$ cat src/rtl/led_pattern_sequencer_pkg.sv
// led_seq_pkg: mode encoding and pattern helpers shared by the LED sequencer.
// Optional build macro used elsewhere in this block: LED_PWM_EN.
package led_seq_pkg;

    typedef enum logic [1:0] {
        MODE_GRAY = 2'd0,
        MODE_BIN  = 2'd1,
        MODE_SCAN = 2'd2,
        MODE_FILL = 2'd3
    } mode_t;

    localparam int GRAY_MAX_W = 32;

    // Gray code of the low 'bits' bits of b; callers zero-extend into the
    // wide argument and size-cast the result back to their own width.
    function automatic logic [GRAY_MAX_W-1:0] bin2gray(input logic [GRAY_MAX_W-1:0] b,
                                                       input int bits);
        logic [GRAY_MAX_W-1:0] keep;
        keep = (GRAY_MAX_W'(1) << bits) - GRAY_MAX_W'(1);
        return (b ^ (b >> 1)) & keep;
    endfunction

endpackage

$ cat src/rtl/led_pattern_sequencer_if.sv
// led_seq_if: pin-side bundle of the LED sequencer.
// LED_PWM_EN adds the 4-bit brightness input.
interface led_seq_if #(parameter int BITS = 8) ();
    logic            btn;
    logic            hold;
    logic [BITS-1:0] led;
    logic [1:0]      mode;
    logic            tick;
`ifdef LED_PWM_EN
    logic [3:0]      bright;

    modport master (output btn, hold, bright, input led, mode, tick);
    modport slave  (input btn, hold, bright, output led, mode, tick);
`else
    modport master (output btn, hold, input led, mode, tick);
    modport slave  (input btn, hold, output led, mode, tick);
`endif
endinterface

$ cat src/rtl/led_pattern_sequencer_btn_debounce.sv
// btn_debounce: 2-FF synchroniser, stability counter and press pulse.
// press is a one-cycle pulse in the cycle the debounced level turns 1.
module btn_debounce #(
    parameter int DEBOUNCE_LOG2 = 16
) (
    input  logic clk,
    input  logic rst,
    input  logic btn,
    output logic press
);

    logic                     sync1;
    logic                     synced;
    logic                     stable;
    logic [DEBOUNCE_LOG2-1:0] cnt;

    // Bring the raw button into the clk domain.
    always_ff @(posedge clk or posedge rst) begin
        if (rst) begin
            sync1  <= 1'b0;
            synced <= 1'b0;
        end else begin
            sync1  <= btn;
            synced <= sync1;
        end
    end

    // Accept a new level only after it has differed for 2^DEBOUNCE_LOG2 cycles.
    always_ff @(posedge clk or posedge rst) begin
        if (rst) begin
            cnt    <= '0;
            stable <= 1'b0;
            press  <= 1'b0;
        end else begin
            press <= 1'b0;
            if (synced == stable) begin
                cnt <= '0;
            end else if (cnt == '1) begin
                stable <= synced;
                cnt    <= '0;
                press  <= synced;
            end else begin
                cnt <= cnt + DEBOUNCE_LOG2'(1);
            end
        end
    end

endmodule

$ cat src/rtl/led_pattern_sequencer.sv
// led_pattern_sequencer: four-mode LED pattern engine (gray, binary, scan, fill)
// paced by a prescaler tick and advanced by a debounced button.
// Build macro LED_PWM_EN adds bus.bright and a 16-step PWM dimmer on led.
module led_pattern_sequencer
    import led_seq_pkg::*;
#(
    parameter int BITS          = 8,
    parameter int LOG2DELAY     = 22,
    parameter int DEBOUNCE_LOG2 = 16
) (
    input logic      clk,
    input logic      rst,
    led_seq_if.slave bus
);

    localparam int PW = $clog2(BITS);
    localparam int FW = $clog2(BITS + 1);
    localparam logic [PW-1:0]   POS_MAX = PW'(BITS - 1);
    localparam logic [FW-1:0]   F_MAX   = FW'(BITS);
    localparam logic [BITS-1:0] ONE     = BITS'(1);

    mode_t                mode_q, mode_n;
    logic [BITS-1:0]      cnt_q, cnt_n;
    logic [PW-1:0]        pos_q, pos_n;
    logic                 dir_up_q, dir_up_n;
    logic [FW-1:0]        f_q, f_n;
    logic [LOG2DELAY-1:0] pre_q, pre_n;
    logic [BITS-1:0]      pat;
    logic [BITS-1:0]      led_q;
    logic                 press;
    logic                 wrap;
    logic                 lit;

    btn_debounce #(.DEBOUNCE_LOG2(DEBOUNCE_LOG2)) u_btn (
        .clk   (clk),
        .rst   (rst),
        .btn   (bus.btn),
        .press (press)
    );

    // A press in the wrap cycle swallows the tick; the mode change wins.
    assign wrap     = (pre_q == '1) && !bus.hold;
    assign bus.tick = wrap && !press;
    assign bus.mode = mode_q;
    assign bus.led  = led_q;

    // State register for mode and per-mode step state.
    always_ff @(posedge clk or posedge rst) begin
        if (rst) begin
            mode_q   <= MODE_GRAY;
            cnt_q    <= '0;
            pos_q    <= '0;
            dir_up_q <= 1'b1;
            f_q      <= '0;
            pre_q    <= '0;
        end else begin
            mode_q   <= mode_n;
            cnt_q    <= cnt_n;
            pos_q    <= pos_n;
            dir_up_q <= dir_up_n;
            f_q      <= f_n;
            pre_q    <= pre_n;
        end
    end

    // Next state: press restarts the new mode at step 0, otherwise a tick
    // steps only the active mode's state.
    always_comb begin
        mode_n   = mode_q;
        cnt_n    = cnt_q;
        pos_n    = pos_q;
        dir_up_n = dir_up_q;
        f_n      = f_q;
        pre_n    = bus.hold ? pre_q : pre_q + LOG2DELAY'(1);
        if (press) begin
            case (mode_q)
                MODE_GRAY: mode_n = MODE_BIN;
                MODE_BIN:  mode_n = MODE_SCAN;
                MODE_SCAN: mode_n = MODE_FILL;
                default:   mode_n = MODE_GRAY;
            endcase
            cnt_n    = '0;
            pos_n    = '0;
            dir_up_n = 1'b1;
            f_n      = '0;
            pre_n    = '0;
        end else if (wrap) begin
            case (mode_q)
                MODE_GRAY, MODE_BIN: cnt_n = cnt_q + BITS'(1);
                MODE_SCAN: begin
                    if (dir_up_q) begin
                        if (pos_q == POS_MAX) begin
                            dir_up_n = 1'b0;
                            pos_n    = POS_MAX - PW'(1);
                        end else begin
                            pos_n = pos_q + PW'(1);
                        end
                    end else begin
                        if (pos_q == '0) begin
                            dir_up_n = 1'b1;
                            pos_n    = PW'(1);
                        end else begin
                            pos_n = pos_q - PW'(1);
                        end
                    end
                end
                default: f_n = (f_q == F_MAX) ? '0 : f_q + FW'(1);
            endcase
        end
    end

    // Pattern of the state being loaded, so led shows it right after the edge.
    always_comb begin
        pat = '0;
        case (mode_n)
            MODE_GRAY: pat = BITS'(bin2gray(GRAY_MAX_W'(cnt_n), BITS));
            MODE_BIN:  pat = cnt_n;
            MODE_SCAN: pat[pos_n] = 1'b1;
            default:   pat = (ONE << f_n) - ONE;
        endcase
    end

`ifdef LED_PWM_EN
    logic [3:0] pwm_q;

    // Free-running 16-step PWM phase for dimming.
    always_ff @(posedge clk or posedge rst) begin
        if (rst) pwm_q <= 4'd0;
        else     pwm_q <= pwm_q + 4'd1;
    end

    assign lit = (pwm_q < bus.bright);
`else
    assign lit = 1'b1;
`endif

    // Registered LED drive.
    always_ff @(posedge clk or posedge rst) begin
        if (rst) led_q <= '0;
        else     led_q <= pat & {BITS{lit}};
    end

endmodule

$ cat src/flat_wrapper.sv
// flat-port wrapper written by rule: the top's interface ports become plain ports
module led_pattern_sequencer_flat import led_seq_pkg::*;
#(
    parameter int BITS          = 8,
    parameter int LOG2DELAY     = 22,
    parameter int DEBOUNCE_LOG2 = 16
)
  (clk, rst, bus_btn, bus_hold, bus_led, bus_mode, bus_tick);
  led_seq_if #(.BITS(BITS)) bus_i ();
  input logic clk;
  input logic rst;
  input wire logic [$bits(bus_i.btn)-1:0] bus_btn;
  input wire logic [$bits(bus_i.hold)-1:0] bus_hold;
  output wire logic [$bits(bus_i.led)-1:0] bus_led;
  output wire logic [$bits(bus_i.mode)-1:0] bus_mode;
  output wire logic [$bits(bus_i.tick)-1:0] bus_tick;
  assign bus_i.btn = bus_btn;
  assign bus_i.hold = bus_hold;
  assign bus_led = bus_i.led;
  assign bus_mode = bus_i.mode;
  assign bus_tick = bus_i.tick;
  led_pattern_sequencer #(.BITS(BITS), .LOG2DELAY(LOG2DELAY), .DEBOUNCE_LOG2(DEBOUNCE_LOG2)) u_core (.clk(clk), .rst(rst), .bus(bus_i));
endmodule
$ cat config.mk
export PLATFORM = sky130hd
export DESIGN_NAME = led_pattern_sequencer_flat
export DESIGN_NICKNAME = d
export VERILOG_FILES = /design/src/rtl/led_pattern_sequencer_pkg.sv /design/src/rtl/led_pattern_sequencer_if.sv /design/src/rtl/led_pattern_sequencer_btn_debounce.sv /design/src/rtl/led_pattern_sequencer.sv /design/src/flat_wrapper.sv
export SDC_FILE = /design/constraint.sdc
export NUM_CORES = 1
export LEC_CHECK = 0
export BUFFER_PORTS_ARGS = -buffer_cell sky130_fd_sc_hd__buf_2
export CAP_MARGIN = 25
export CORE_MARGIN = 2
export CORE_UTILIZATION = 62
export DETAILED_ROUTE_END_ITERATION = 7
export GPL_TIMING_DRIVEN = 0
export PLACE_DENSITY_LB_ADDON = 0.08
export SLEW_MARGIN = 20
export SYNTH_ARGS = -nofsm -noshare
export SYNTH_HDL_FRONTEND = slang
export SYNTH_SLANG_ARGS = --single-unit
$ cat constraint.sdc
create_clock -name clk -period 7.3 [get_ports clk]
set_input_delay 1.46 -clock clk [delete_from_list [all_inputs] [get_ports clk]]
set_output_delay 1.46 -clock clk [all_outputs]
set_load 0.01 [all_outputs]
**Word-level counts from Yosys, hierarchy flattened**

Cells that the tools add are included.

- Add/subtract/negate cells: 7
- Shift-type cells: 1
- Reduce and logical (&&, ||, !) cells: 14
- $mul: 0
- Div/mod/pow operators: 0
- Equality and inequality tests: 10
- Multiplexer cells: 30
- Bitwise operators: 2
- Order comparisons: 2

Operator list:

| kind | count |
|---|---|
| $mux 22 | 2 |
| $mux 16 | 2 |
| $mux 8 | 3 |
| $pmux 8 s3 | 1 |
| $add 22x1->22 const B | 1 |
| $eq 22x22->1 const B | 1 |
| $mux 3 | 6 |
| $add 16x1->16 const B | 1 |
| $eq 16x16->1 const B | 1 |
| $mux 4 | 4 |
| $mux 1 | 9 |
| $add 8x1->8 const B | 1 |
| $shl 1x4->8 const A | 1 |
| $sub 8x1->8 const B | 1 |
| $xor 8x7->8 | 1 |
| $pmux 2 s3 | 1 |
| $add 4x1->4 const B | 1 |
| $eq 2x1->1 const B | 2 |
| $eq 2x2->1 const B | 2 |
| $eq 4x4->1 const B | 1 |
| $logic_not 2->1 | 2 |
| $lt 3x4->1 const B | 1 |
| $reduce_and 2->1 | 2 |
| $reduce_bool 2->1 | 2 |
| other kinds (14) | 17 |

- Memories: 0
- RAM bits: 0
- Input port bits: 4
- Bits in latches: 0
- Bits in read-only memories: 0
- Bits in registers: 68

**Longest topological paths before layout**

Gate-level depths: netlist of run 1.

- Word-level depth: 11
- Gate-level depth with buffers: 10
- Gate-level depth less buffers: 9

**Hierarchy**

Synthesis of run 1 repeated with hierarchy kept, for this count alone.

- Cell total of the unflattened synthesis: 438
- Area, all modules: 4043.9 um^2

By module, submodules not included:

| module | area an instance (um^2) | cells each | times used | sequential area each (um^2) |
|---|---|---|---|---|
| led_pattern_sequencer | 3131.8 | 353 | 1 | 1202.4 |
| btn_debounce | 912.1 | 85 | 1 | 500.5 |

**Worst setup path after synthesis of run 1**

No wires, ideal clock.

- Kind: input port to output port
- Start point: input bus_hold
- End point: output bus_tick
- Stages: 5
- Slack: 3.093 ns
- Buffers on the path: 1
- Arrival time: 2.747 ns
- Cells stage by stage: nand4b_1 or4_1 buf_2 nor3_1 and4_1

- Word-level cells in the longest chain between the ends: 3

RTL lines:

| item | RTL line | source |
|---|---|---|
| start, declared | flat_wrapper.sv:13 | `input wire logic [$bits(bus_i.hold)-1:0] bus_hold;` |
| $logic_not 1->1 | led_pattern_sequencer.sv:42 | `assign wrap = (pre_q == '1) && !bus.hold;` |
| $logic_and 1x1->1 | led_pattern_sequencer.sv:42 |  |
| $logic_and 1x1->1 | led_pattern_sequencer.sv:43 | `assign bus.tick = wrap && !press;` |
| end, declared | flat_wrapper.sv:16 | `output wire logic [$bits(bus_i.tick)-1:0] bus_tick;` |

Every way passes these cells.

**Worst setup path in the final report of run 1**

Same ends and word-level chain as after synthesis.

==> results of run 1 <==
-- worst paths after layout --
path                               startpoint                    to  depth (start not counted)  slack (ps)
min                        u_core.u_btn.sync1   u_core.u_btn.synced                          0         380
max reg2reg                   u_core.pre_q[4]     u_core.bus.led[0]                          8        4180
min reg2reg                u_core.u_btn.sync1   u_core.u_btn.synced                          0         380
min in group asynchronous                 rst       u_core.cnt_q[4]                          2        1070
max in group asynchronous                 rst  u_core.u_btn.cnt[10]                          3        5700
max                                  bus_hold              bus_tick                          7        2600
-- state kept, by name, summed over array words and instances, names as in the netlist, 2 cells and up --
register          flops
u_core.u_btn.cnt     16
u_core.cnt_q          8
u_core.f_q            4
u_core.pos_q          3
u_core.bus.led        8
u_core.bus.mode       2
u_core.pre_q         22
-- through the flow --
step | power (mW) | setup WS (ps) | instances | area [µm²] | hold slack [ps]
floorplan | 0.4701 | 3093 | 406 | 3756 | 331.2
global placement | 0.4810 | 2682 | 495 | 3920 | 332.0
detailed placement | 0.4880 | 2633 | 496 | 3943 | 359.4
CTS | 0.8355 | 2625 | 512 | 4165 | 377.7
global route | 0.8633 | 2518 | 512 | 4165 | 385.5
finish | 0.8302 | 2600 | 512 | 4165 | 377.9
-- synth_stat cells (6+ instances only) --
master / n / area (µm²)
a21oi_1: 11 / 55.05
and2_1: 6 / 37.54
clkbuf_1: 9 / 33.78
dfrtp_1: 67 / 1677
ha_1: 13 / 162.7
inv_1: 20 / 75.07
nand2_1: 33 / 123.9
nand3_1: 18 / 90.09
nand4_1: 13 / 81.33
nor2_1: 66 / 247.7
nor3_1: 12 / 60.06
o21ai_0: 10 / 50.05
or3_1: 6 / 37.54
or4_1: 6 / 45.04
xnor2_1: 21 / 183.9
xor2_1: 23 / 201.4
-- routing by layer --
layer	vias to the layer above	part of all wire (%)	wire length [µm]	global-route usage, %
li1	1468	-	-	-
met1	1536	44	3648	33.26
met2	85	49	4079	45.04
met3	21	4.7	388	7.033
met4	0	2.0	165	10.67
met5	-	0	0	0
-- cell usage in the layout (no fill, tap or decap), types with 3 or more instances in the layout --
cell type	Yosys	final
or3_1	6	6
nor3_1	12	12
nand3_1	18	18
dfrtp_1	67	67
xnor2_1	21	21
a31oi_1	3	3
mux2i_1	3	3
a21oi_1	11	11
buf_1	3	3
nor2b_1	4	4
o21ai_0	10	10
nor4_1	4	4
nor2_1	66	66
nand4_1	13	13
nand2_1	33	33
clkbuf_1	9	9
inv_1	20	19
a2111oi_0	3	3
and3_1	4	4
clkbuf_8	0	9
and2_1	6	6
o211ai_1	4	4
nor3b_1	3	3
ha_1	13	13
buf_2	1	15
and4_1	4	4
or4_1	6	6
xor2_1	23	23
-- worst register-to-register path: cells and delay by family (launching register included) --
family,cells,cell delay (ps)
multiplexers,1,390
AND/OR/NAND/NOR,5,1800
flip-flops,1,460
AO/OA/AOI/OAI,1,220
buffers and inverters,1,140
-- power by group through the flow --
stage          logic [mW]  clock network, mW  registers, mW
2_1_floorplan      0.0446                  0          0.426
6_report           0.0563              0.350          0.424
3_5_place_dp       0.0572                  0          0.431
5_1_grt            0.0662              0.370          0.427
4_1_cts            0.0575              0.354          0.424
3_3_place_gp       0.0521                  0          0.429
-- kinds of logic after synthesis --
kind of cell    synth area share [%]
compound gates                 9.661
xor+xnor                       10.26
fa+ha+maj                      4.331
buf+inv                        3.331
flops                          45.34
mux                            1.399
simple gates                   25.68
-- area by class of cell --
type                            instances  area share [%]
Tap cell                               75           2.253
Clock buffer                            9           2.974
Multi-Input combinational cell        305           46.29
Sequential cell                        68           40.88
Inverter                               20           1.862
Buffer                                 13           1.202
Timing Repair Buffer                   15           2.163
Clock inverter                          7           2.373
==> run_results.csv, run 1 <==
group,metric,value,unit
layout,syn2layout_area_growth,10.89,%
logic_synthesis,ys.flop_type,"dfrtp_1",
layout,multiInputGateArea,1928,µm²
logic_synthesis,ys_ff_latch,68,
setup_path,cpLargestDelayFamily,"simple AND/OR/NAND/NOR gates",
routing,drc_errors,0,
die,die_h,81.84,µm
grt,grt_max_degree,46,
setup_path,cp_cell_sequence,"buf_2, nand4b_1, or4_1, buf_2, nor3_1, and4_1, buf_2",
logic_synthesis,yosysWarningCount,0,
die,die_x,81.84,µm
logic_synthesis,syn_inst,406,
sta,hold_viol_final,0,
sta,post-route-min-period,4700,ps
placed_design,io_buffers,14,
sta,rsz0062_at_grt,"no",
sta,period_share,64.39,%
routing,dr.pass1.iters,7,
power_and_ir_drop,switchingPower,0.2135,mW
power_and_ir_drop,vdd_ir_drop_max,194.5,µV
layout,nFillCells,476,
grt,grt_pass1_vias,3007,
clocking,root_buffer,"clkbuf_8",
layout,antenna_cells,0,
setup_path,crit_arrival,3240,ps
sta,finalSetupViolations,0,
logic_synthesis,syn-num-nets,423,
grt,grt_usage,26.92,%
power_and_ir_drop,power.leakage,1.820,nW
grt,grt_pass1_wl,13.67,mm
die,rows,28,
clocking,cts_resized,0,
setup_path,path_buf_inv,3,
die,die-area,6697,µm²
routing,vias,3110,
placed_design,place_hpwl,5.938,mm
logic_synthesis,netlist_area,3756,µm²
logic_synthesis,syn_avg_cell_area,9.251,µm²
routing,ant_nets,0,
grt,overflow,0,
layout,utilization,70.77,%
layout,final_nets,449,
setup_path,start_kind,"input port",
placed_design,place_congestion,0.9398,
clocking,htree_levels,3,
clocking,clkSinkCount,68,
flow_run,drv_cap,0,
die,io_pins,15,
clocking,cts_tree,"built",
setup_path,crit_type,"input port to output port",
logic_synthesis,yosysUniqueCellTypes,54,
die,core,5886,µm²
sta,tns,0,ps
hold_path,hold_path.class,"flip-flop to flip-flop",
sta,skew,14.41,ps
power_and_ir_drop,clkPwrFrac,42.1,%
layout,seqCellArea,1703,µm²
logic_synthesis,async_flop_share,100.0,%
setup_path,crit_path_top_delay_cell,"or4_1",
routing,drt_iter0_markers,183,
clocking,cts_hold_buf,0,
logic_synthesis,synth_edf_count,0,
clocking,clk_pin_slew,80,ps
clocking,cts_buffers,9,
sta,worst_pin_slew,892.2,ps
power_and_ir_drop,seq_power_share,51.1,%
power_and_ir_drop,p_per_area,199.3,nW/µm²
logic_synthesis,seq_area_frac_synth,45.34,%
clocking,clock_latency,360,ps
power_and_ir_drop,internal-power,0.6167,mW
setup_path,cp_max_fo,7,
clocking,cts_buffer_depth,2,
clocking,post_cts_buffers,0,
sta,fmax,0.2128,GHz
sta,drv_slew,0,
setup_path,crit_top_cell,"buf_2",
routing,drt-vias-per-instance,6.074,
routing,routed_wl,8.282,mm
setup_path,crit_path_end_kind,"output port",
routing,wire_per_inst,16.18,µm
setup_path,slowest_delay,470,ps
die,start_util,63.82,%
layout,drive_gt1_share,9.153,%
grt,antenna_found_initial,0,
sta,slew_headroom,40.52,%
power_and_ir_drop,combPwrFrac,6.8,%
run_status,status,"finished clean",
setup_path,worst-endpoint-required,5840,ps
power_and_ir_drop,swShare,25.71,%
Power figures use the tool's default switching activity.
==> run 2: changes to the inputs <==
--- a/config.mk
+++ b/config.mk
@@ -8,7 +8,7 @@
 export BUFFER_PORTS_ARGS = -buffer_cell sky130_fd_sc_hd__buf_2
 export CAP_MARGIN = 25
 export CORE_MARGIN = 2
-export CORE_UTILIZATION = 62
+export CORE_UTILIZATION = 56
 export DETAILED_ROUTE_END_ITERATION = 7
 export GPL_TIMING_DRIVEN = 0
 export PLACE_DENSITY_LB_ADDON = 0.08
==> constraint.sdc (replaced) <==
create_clock -name clk -period 3.8 [get_ports clk]
set_input_delay 0.76 -clock clk [delete_from_list [all_inputs] [get_ports clk]]
set_output_delay 0.76 -clock clk [all_outputs]
set_load 0.01 [all_outputs]
==> run 2 against run 1 <==
Against the previous run:
- critical endpoint unchanged
- worst hold slack lost 45 ps
- die area grew 10%
- sequential cell count is the same
- non-clock buffer count is the same
- critical path depth is the same
- wire length shrank 5.9%
- clock power grew 53%
- combinational power grew 87%
- global-route usage shrank 3.0 points
- largest cell class unchanged
==> run_results.csv, run 2 (synthesis gave the netlist of run 1 again) <==
group,metric,value,unit
setup_path,cp_cell_sequence,"ha_1, nand4b_1, or4_1, buf_2, nor3_1, and4_1, buf_2",
sta,post-route-min-period,3195,ps
die,rows,29,
clocking,cts_buffer_depth,2,
setup_path,crit_type,"flip-flop to output port",
die,core,6422,µm²
sta,hold_viol_final,0,
setup_path,crit_path_top_delay_cell,"or4_1",
sta,skew,8.955,ps
setup_path,path_buf_inv,2,
setup_path,timing.rr.end,"u_core.bus.led[0]",
placed_design,io_buffers,14,
power_and_ir_drop,p_per_area,352.5,nW/µm²
sta,tns,0,ps
setup_path,crit_cells,7,
layout,drive_gt1_share,9.153,%
run_status,status,"finished clean",
die,start_util,58.48,%
setup_path,worst-endpoint-required,3040,ps
die,die_x,85.90,µm
routing,drc_errors,0,
die,io_pins,15,
layout,antenna_cells,0,
clocking,clock_latency,350,ps
routing,drt-vias-per-instance,5.728,
clocking,post_cts_buffers,0,
die,die-area,7379,µm²
layout,syn2layout_area_growth,9.927,%
routing,wire_per_inst,15.16,µm
sta,rsz0062_at_grt,"no",
grt,grt_usage,23.89,%
setup_path,start_kind,"flip-flop",
layout,nFillCells,540,
setup_path,crit_top_cell,"buf_2",
layout,final_cell_mix,"dfrtp_1, nor2_1, nand2_1",
setup_path,reg2reg_from,"u_core.pre_q[4]",
routing,vias,2944,
routing,dr.pass1.iters,5,
layout,final_nets,449,
clocking,cts_resized,0,
flow_run,drv_cap,0,
clocking,htree_levels,3,
setup_path,crit_start,"u_core.pre_q[0]",
grt,grt_max_degree,53,
setup_path,cp-endpoint,"bus_tick",
clocking,cts_buffers,9,
setup_path,cpLargestDelayFamily,"simple AND/OR/NAND/NOR gates",
placed_design,place_congestion,0.9101,
setup_path,rrSetupSlack,610,ps
setup_path,crit_arrival,2440,ps
sta,drv_slew,0,
sta,fmax,0.3130,GHz
clocking,clkSinkCount,68,
sta,finalSetupViolations,0,
layout,final_common_cell,"dfrtp_1",
grt,overflow,0,
setup_path,worst_r2r_path_depth,8,
clocking,clk_pin_slew,80,ps
layout,utilization,64.29,%
grt,antenna_found_initial,0,
grt,grt_pass1_wl,13.68,mm
clocking,root_buffer,"clkbuf_8",
layout,largest_reg_flops,22,
setup_path,cp_max_fo,7,
clocking,cts_tree,"built",
routing,drt_iter0_markers,219,
placed_design,place_hpwl,5.573,mm
hold_path,hold_path.class,"input port to asynchronous set/reset pin",
layout,biggestRegsByFlops,"u_core.pre_q x22, u_core.u_btn.cnt x16",
routing,ant_nets,0,
sta,worst_pin_slew,1003,ps
routing,routed_wl,7.791,mm
layout,top_register,"u_core.pre_q",
setup_path,crit_path_end_kind,"output port",
setup_path,slowest_delay,440,ps
power_and_ir_drop,vdd_ir_drop_max,247.6,µV
power_and_ir_drop,power.leakage,1.791,nW
grt,grt_pass1_vias,2848,
clocking,cts_hold_buf,0,
sta,slew_headroom,33.10,%
die,die_h,85.90,µm
sta,period_share,84.08,%
-- run 2: changes by cell type in the layout (fill, tap and decap cells not counted), sizes merged --
| cell | before | now |
|---|---|---|
| clkinvlp | 1 | 4 |
| bufinv | 2 | 0 |
| clkinv | 3 | 2 |
-- run 2: worst min path at each step --
stage,endpoint,slack [ps],startpoint
global route,u_core.pre_q[11],340,rst
global placement,u_core.u_btn.synced,330,u_core.u_btn.sync1
detailed placement,u_core.u_btn.synced,340,u_core.u_btn.sync1
finish,u_core.pre_q[1],330,rst
floorplan,u_core.u_btn.synced,330,u_core.u_btn.sync1
CTS,u_core.pre_q[11],330,rst
-- run 2: layout make-up --
type | count | area, µm² | area share, %
flip-flops and latches | 68 | 1703 | 41.24
repair buffers | 15 | 97.59 | 2.364
clock inverters | 7 | 52.55 | 1.273
multi-input cells | 305 | 1928 | 46.70
clock buffers | 9 | 123.9 | 3.000
well taps | 77 | 96.34 | 2.333
plain buffers | 13 | 50.05 | 1.212
inverters | 20 | 77.57 | 1.879
-- run 2: metrics by stage --
step           instances  setup slack (ps)  instance area (µm²)  hold slack, ps  total power [mW]
4_1_cts              514             586.3                 4129           334.2             1.473
3_3_place_gp         497             455.7                 3923           332.0            0.9261
6_report             514             604.8                 4129           333.2             1.455
5_1_grt              514             392.1                 4129           342.7             1.530
2_1_floorplan        406             915.2                 3756           331.2            0.9031
3_5_place_dp         498             469.8                 3953           341.3            0.9366
-- run 2: report_power, final --
group	internal, mW	switching, mW	leakage (nW)
logic	0.0494	0.0561	0.801
clock network	0.238	0.297	0.0779
registers	0.763	0.0521	0.912
-- run 2: layer usage --
metal  global-route usage, %  part of all wire, %
met3                   3.561                  3.2
met4                   10.39                  2.0
met2                   36.43                   47
met5                       0                    0
met1                   34.05                   48
==> run 3: changes to the inputs <==
--- a/config.mk
+++ b/config.mk
@@ -5,10 +5,11 @@
 export SDC_FILE = /design/constraint.sdc
 export NUM_CORES = 1
 export LEC_CHECK = 0
+export ABC_AREA = 1
 export BUFFER_PORTS_ARGS = -buffer_cell sky130_fd_sc_hd__buf_2
 export CAP_MARGIN = 25
 export CORE_MARGIN = 2
-export CORE_UTILIZATION = 56
+export CORE_UTILIZATION = 57
 export DETAILED_ROUTE_END_ITERATION = 7
 export GPL_TIMING_DRIVEN = 0
 export PLACE_DENSITY_LB_ADDON = 0.08
==> constraint.sdc (replaced) <==
create_clock -name clk -period 2.8 [get_ports clk]
set_input_delay 0.56 -clock clk [delete_from_list [all_inputs] [get_ports clk]]
set_output_delay 0.56 -clock clk [all_outputs]
set_load 0.01 [all_outputs]
==> run 3 against run 2 <==
Against the previous run:
- synthesized area up 17%
- via count up 29%
- clock skew decreased by 2.1 ps
- sequential power up 34%
- largest power group unchanged
==> run_results.csv, run 3 <==
group,metric,value,unit
sta,drv_slew,0,
hold_path,hold_path.class,"input port to asynchronous set/reset pin",
setup_path,start_kind,"flip-flop",
power_and_ir_drop,power.total,2.110,mW
die,start_util,57.88,%
power_and_ir_drop,p_per_area,437.8,nW/µm²
clocking,cts_buffer_depth,2,
logic_synthesis,synth_edf_count,0,
layout,syn2layout_area_growth,9.491,%
grt,grtUsageMet1,31.14,%
sta,hold_viol_final,0,
logic_synthesis,async_flop_share,100.0,%
layout,final_nets,632,
sta,rsz0062_at_grt,"no",
logic_synthesis,ys_ff_latch,68,
power_and_ir_drop,power.leakage,2.478,nW
setup_path,crit_path_end_kind,"output port",
layout,nFillCells,694,
die,rows,32,
setup_path,crit_path_top_delay_cell,"dfrtp_1",
sta,fmax,0.4079,GHz
clocking,post_cts_buffers,0,
sta,skew,6.819,ps
routing,wire_per_inst,12.83,µm
sta,slew_headroom,60.60,%
grt,grt_pass1_wl,16.41,mm
clocking,clock_latency,340,ps
logic_synthesis,yosysTopAreaCellShare,38.08,%
clocking,clkSinkCount,68,
routing,drc_errors,0,
placed_design,place_hpwl,7.136,mm
logic_synthesis,synth.most_common_cell,"nand2_1",
setup_path,cp_max_fo,8,
placed_design,post-place-ws,502.5,ps
run_status,status,"finished clean",
logic_synthesis,synth_area_leader_cell,"dfrtp_1",
grt,grt_usage,24.23,%
logic_synthesis,yosysUniqueCellTypes,43,
grt,use_met2,41.42,%
grt,overflow,0,
logic_synthesis,yosysWarningCount,0,
placed_design,io_buffers,13,
layout,final_common_cell,"nand2_1",
die,core,7607,µm²
clocking,htree_levels,3,
routing,drt-vias-per-instance,5.241,
grt,grt_pass1_vias,3703,
grt,grt_max_degree,36,
routing,dr.pass1.iters,5,
logic_synthesis,syn_inst,590,
logic_synthesis,seq_area_frac_synth,38.68,%
layout,top_register,"u_core.pre_q",
die,io_pins,15,
logic_synthesis,synth_area_leaders,"dfrtp_1, nand2_1, nor2_1, nand3_1, inv_1",
die,die_h,91.89,µm
clocking,clk_pin_slew,70,ps
sta,period_share,87.57,%
setup_path,crit_top_cell,"nand2_1",
setup_path,slowest_delay,410,ps
grt,antenna_found_initial,0,
clocking,cts_tree,"built",
layout,biggestRegsByFlops,"u_core.pre_q x22, u_core.u_btn.cnt x16",
setup_path,crit_arrival,1890,ps
layout,antenna_cells,0,
layout,largest_reg_flops,22,
clocking,cts_buffers,9,
sta,finalSetupViolations,0,
power_and_ir_drop,vdd_ir_drop_max,424.7,µV
setup_path,cp_cell_sequence,"ha_1, nand2_1, nor2_1, nand2_1, nor2_8, nand2_1, nor2_1, buf_2",
setup_path,worst-endpoint-required,2240,ps
clocking,cts_hold_buf,0,
layout,drive_gt1_share,16.45,%
clocking,cts_resized,0,
logic_synthesis,syn_avg_cell_area,7.463,µm²
logic_synthesis,synthTopCellsByCount,"nand2_1, nor2_1, inv_1, dfrtp_1, nand3_1",
routing,ant_nets,0,
layout,utilization,63.37,%
logic_synthesis,ys.flop_type,"dfrtp_1",
logic_synthesis,syn-num-nets,607,
sta,setup_ws,348.1,ps
die,die-area,8444,µm²
setup_path,crit_type,"flip-flop to output port",
sta,worst_pin_slew,586.8,ps
grt,met3_usage,3.862,%
layout,final_cell_mix,"nand2_1, nor2_1, inv_1, dfrtp_1, nand3_1",
grt,grt-busiest-layer,"met2",
clocking,root_buffer,"clkbuf_8",
flow_run,drv_cap,0,
routing,drt_iter0_markers,140,
logic_synthesis,netlist_area,4403,µm²
sta,post-route-min-period,2452,ps
placed_design,place_congestion,0.8778,
routing,routed_wl,9.263,mm
routing,vias,3784,
die,die_x,91.89,µm
==> run 3: changes by cell type in the layout (fill, tap and decap cells not counted), sizes merged, moves of 5 or more <==
cell    before  now
a21oi       11   20
nor2        66   98
xnor2       21    3
clkinv       2    7
nand2       33  144
nand3       18   66
inv         21   81
o21ai       10   27
or4          6    0
and2         6    1
or3          6    0
xor2        23    6
==> run 3: layer usage <==
layer	vias up	share of wire, %
li1	1944	-
met1	1754	47
met2	67	48
met3	19	2.8
met4	0	2.2
met5	-	0
==> run 3: power breakdown <==
| part | switching (mW) | leakage (nW) | internal, mW |
|---|---|---|---|
| combinational | 0.137 | 1.47 | 0.0663 |
| clock | 0.355 | 0.102 | 0.457 |
| sequential | 0.0531 | 0.902 | 1.04 |
==> run 3: area by class of cell <==
class / instances / area [µm²] / share of cell area, %
Timing Repair Buffer: 14 / 85.08 / 1.765
Sequential cell: 68 / 1703 / 35.32
Clock inverter: 4 / 47.55 / 0.9862
Inverter: 86 / 327.8 / 6.800
Multi-Input combinational cell: 428 / 2333 / 48.40
Buffer: 8 / 41.29 / 0.8565
Tap cell: 102 / 127.6 / 2.647
Clock buffer: 12 / 155.1 / 3.218
==> run 3: worst max-delay path, delay by kind of cell, from the launching register on <==
kind	cells	cell delay, ps
flip-flops	1	410
adder cells (fa/ha/maj)	1	210
buffers and inverters	1	140
AND/OR/NAND/NOR	6	800
==> run 3: path summary, 6_finish.rpt <==
kind | start | to | slack [ps] | depth (start not counted)
max | u_core.pre_q[0] | bus_tick | 350 | 8
min | rst | u_core.u_btn.cnt[8] | 220 | 2
max reg2reg | u_core.bus.mode[0] | u_core.bus.led[2] | 470 | 14
min reg2reg | u_core.u_btn.sync1 | u_core.u_btn.synced | 350 | 0
max in group asynchronous | rst | u_core.dir_up_q | 1990 | 3
min in group clk | bus_btn | u_core.u_btn.sync1 | 330 | 1
==> run 3: stage by stage <==
stage                     cells  TNS [ps]  hold WS (ps)  cell area (µm²)
after global placement      705    -16130         337.2             4596
after global routing        722         0         257.7             4821
after detailed placement    706         0         340.3             4618
after floorplan             590         0         331.2             4403
after CTS                   722         0         220.3             4821
final                       722         0         223.9             4821
==> run 3: cell families after synthesis <==
family / synth area share, %
flip-flops: 38.68
AO/OA/AOI/OAI: 7.445
AND/OR/NAND/NOR: 40.07
XOR/XNOR: 1.790
buffers and inverters: 8.326
adder cells (fa/ha/maj): 3.694
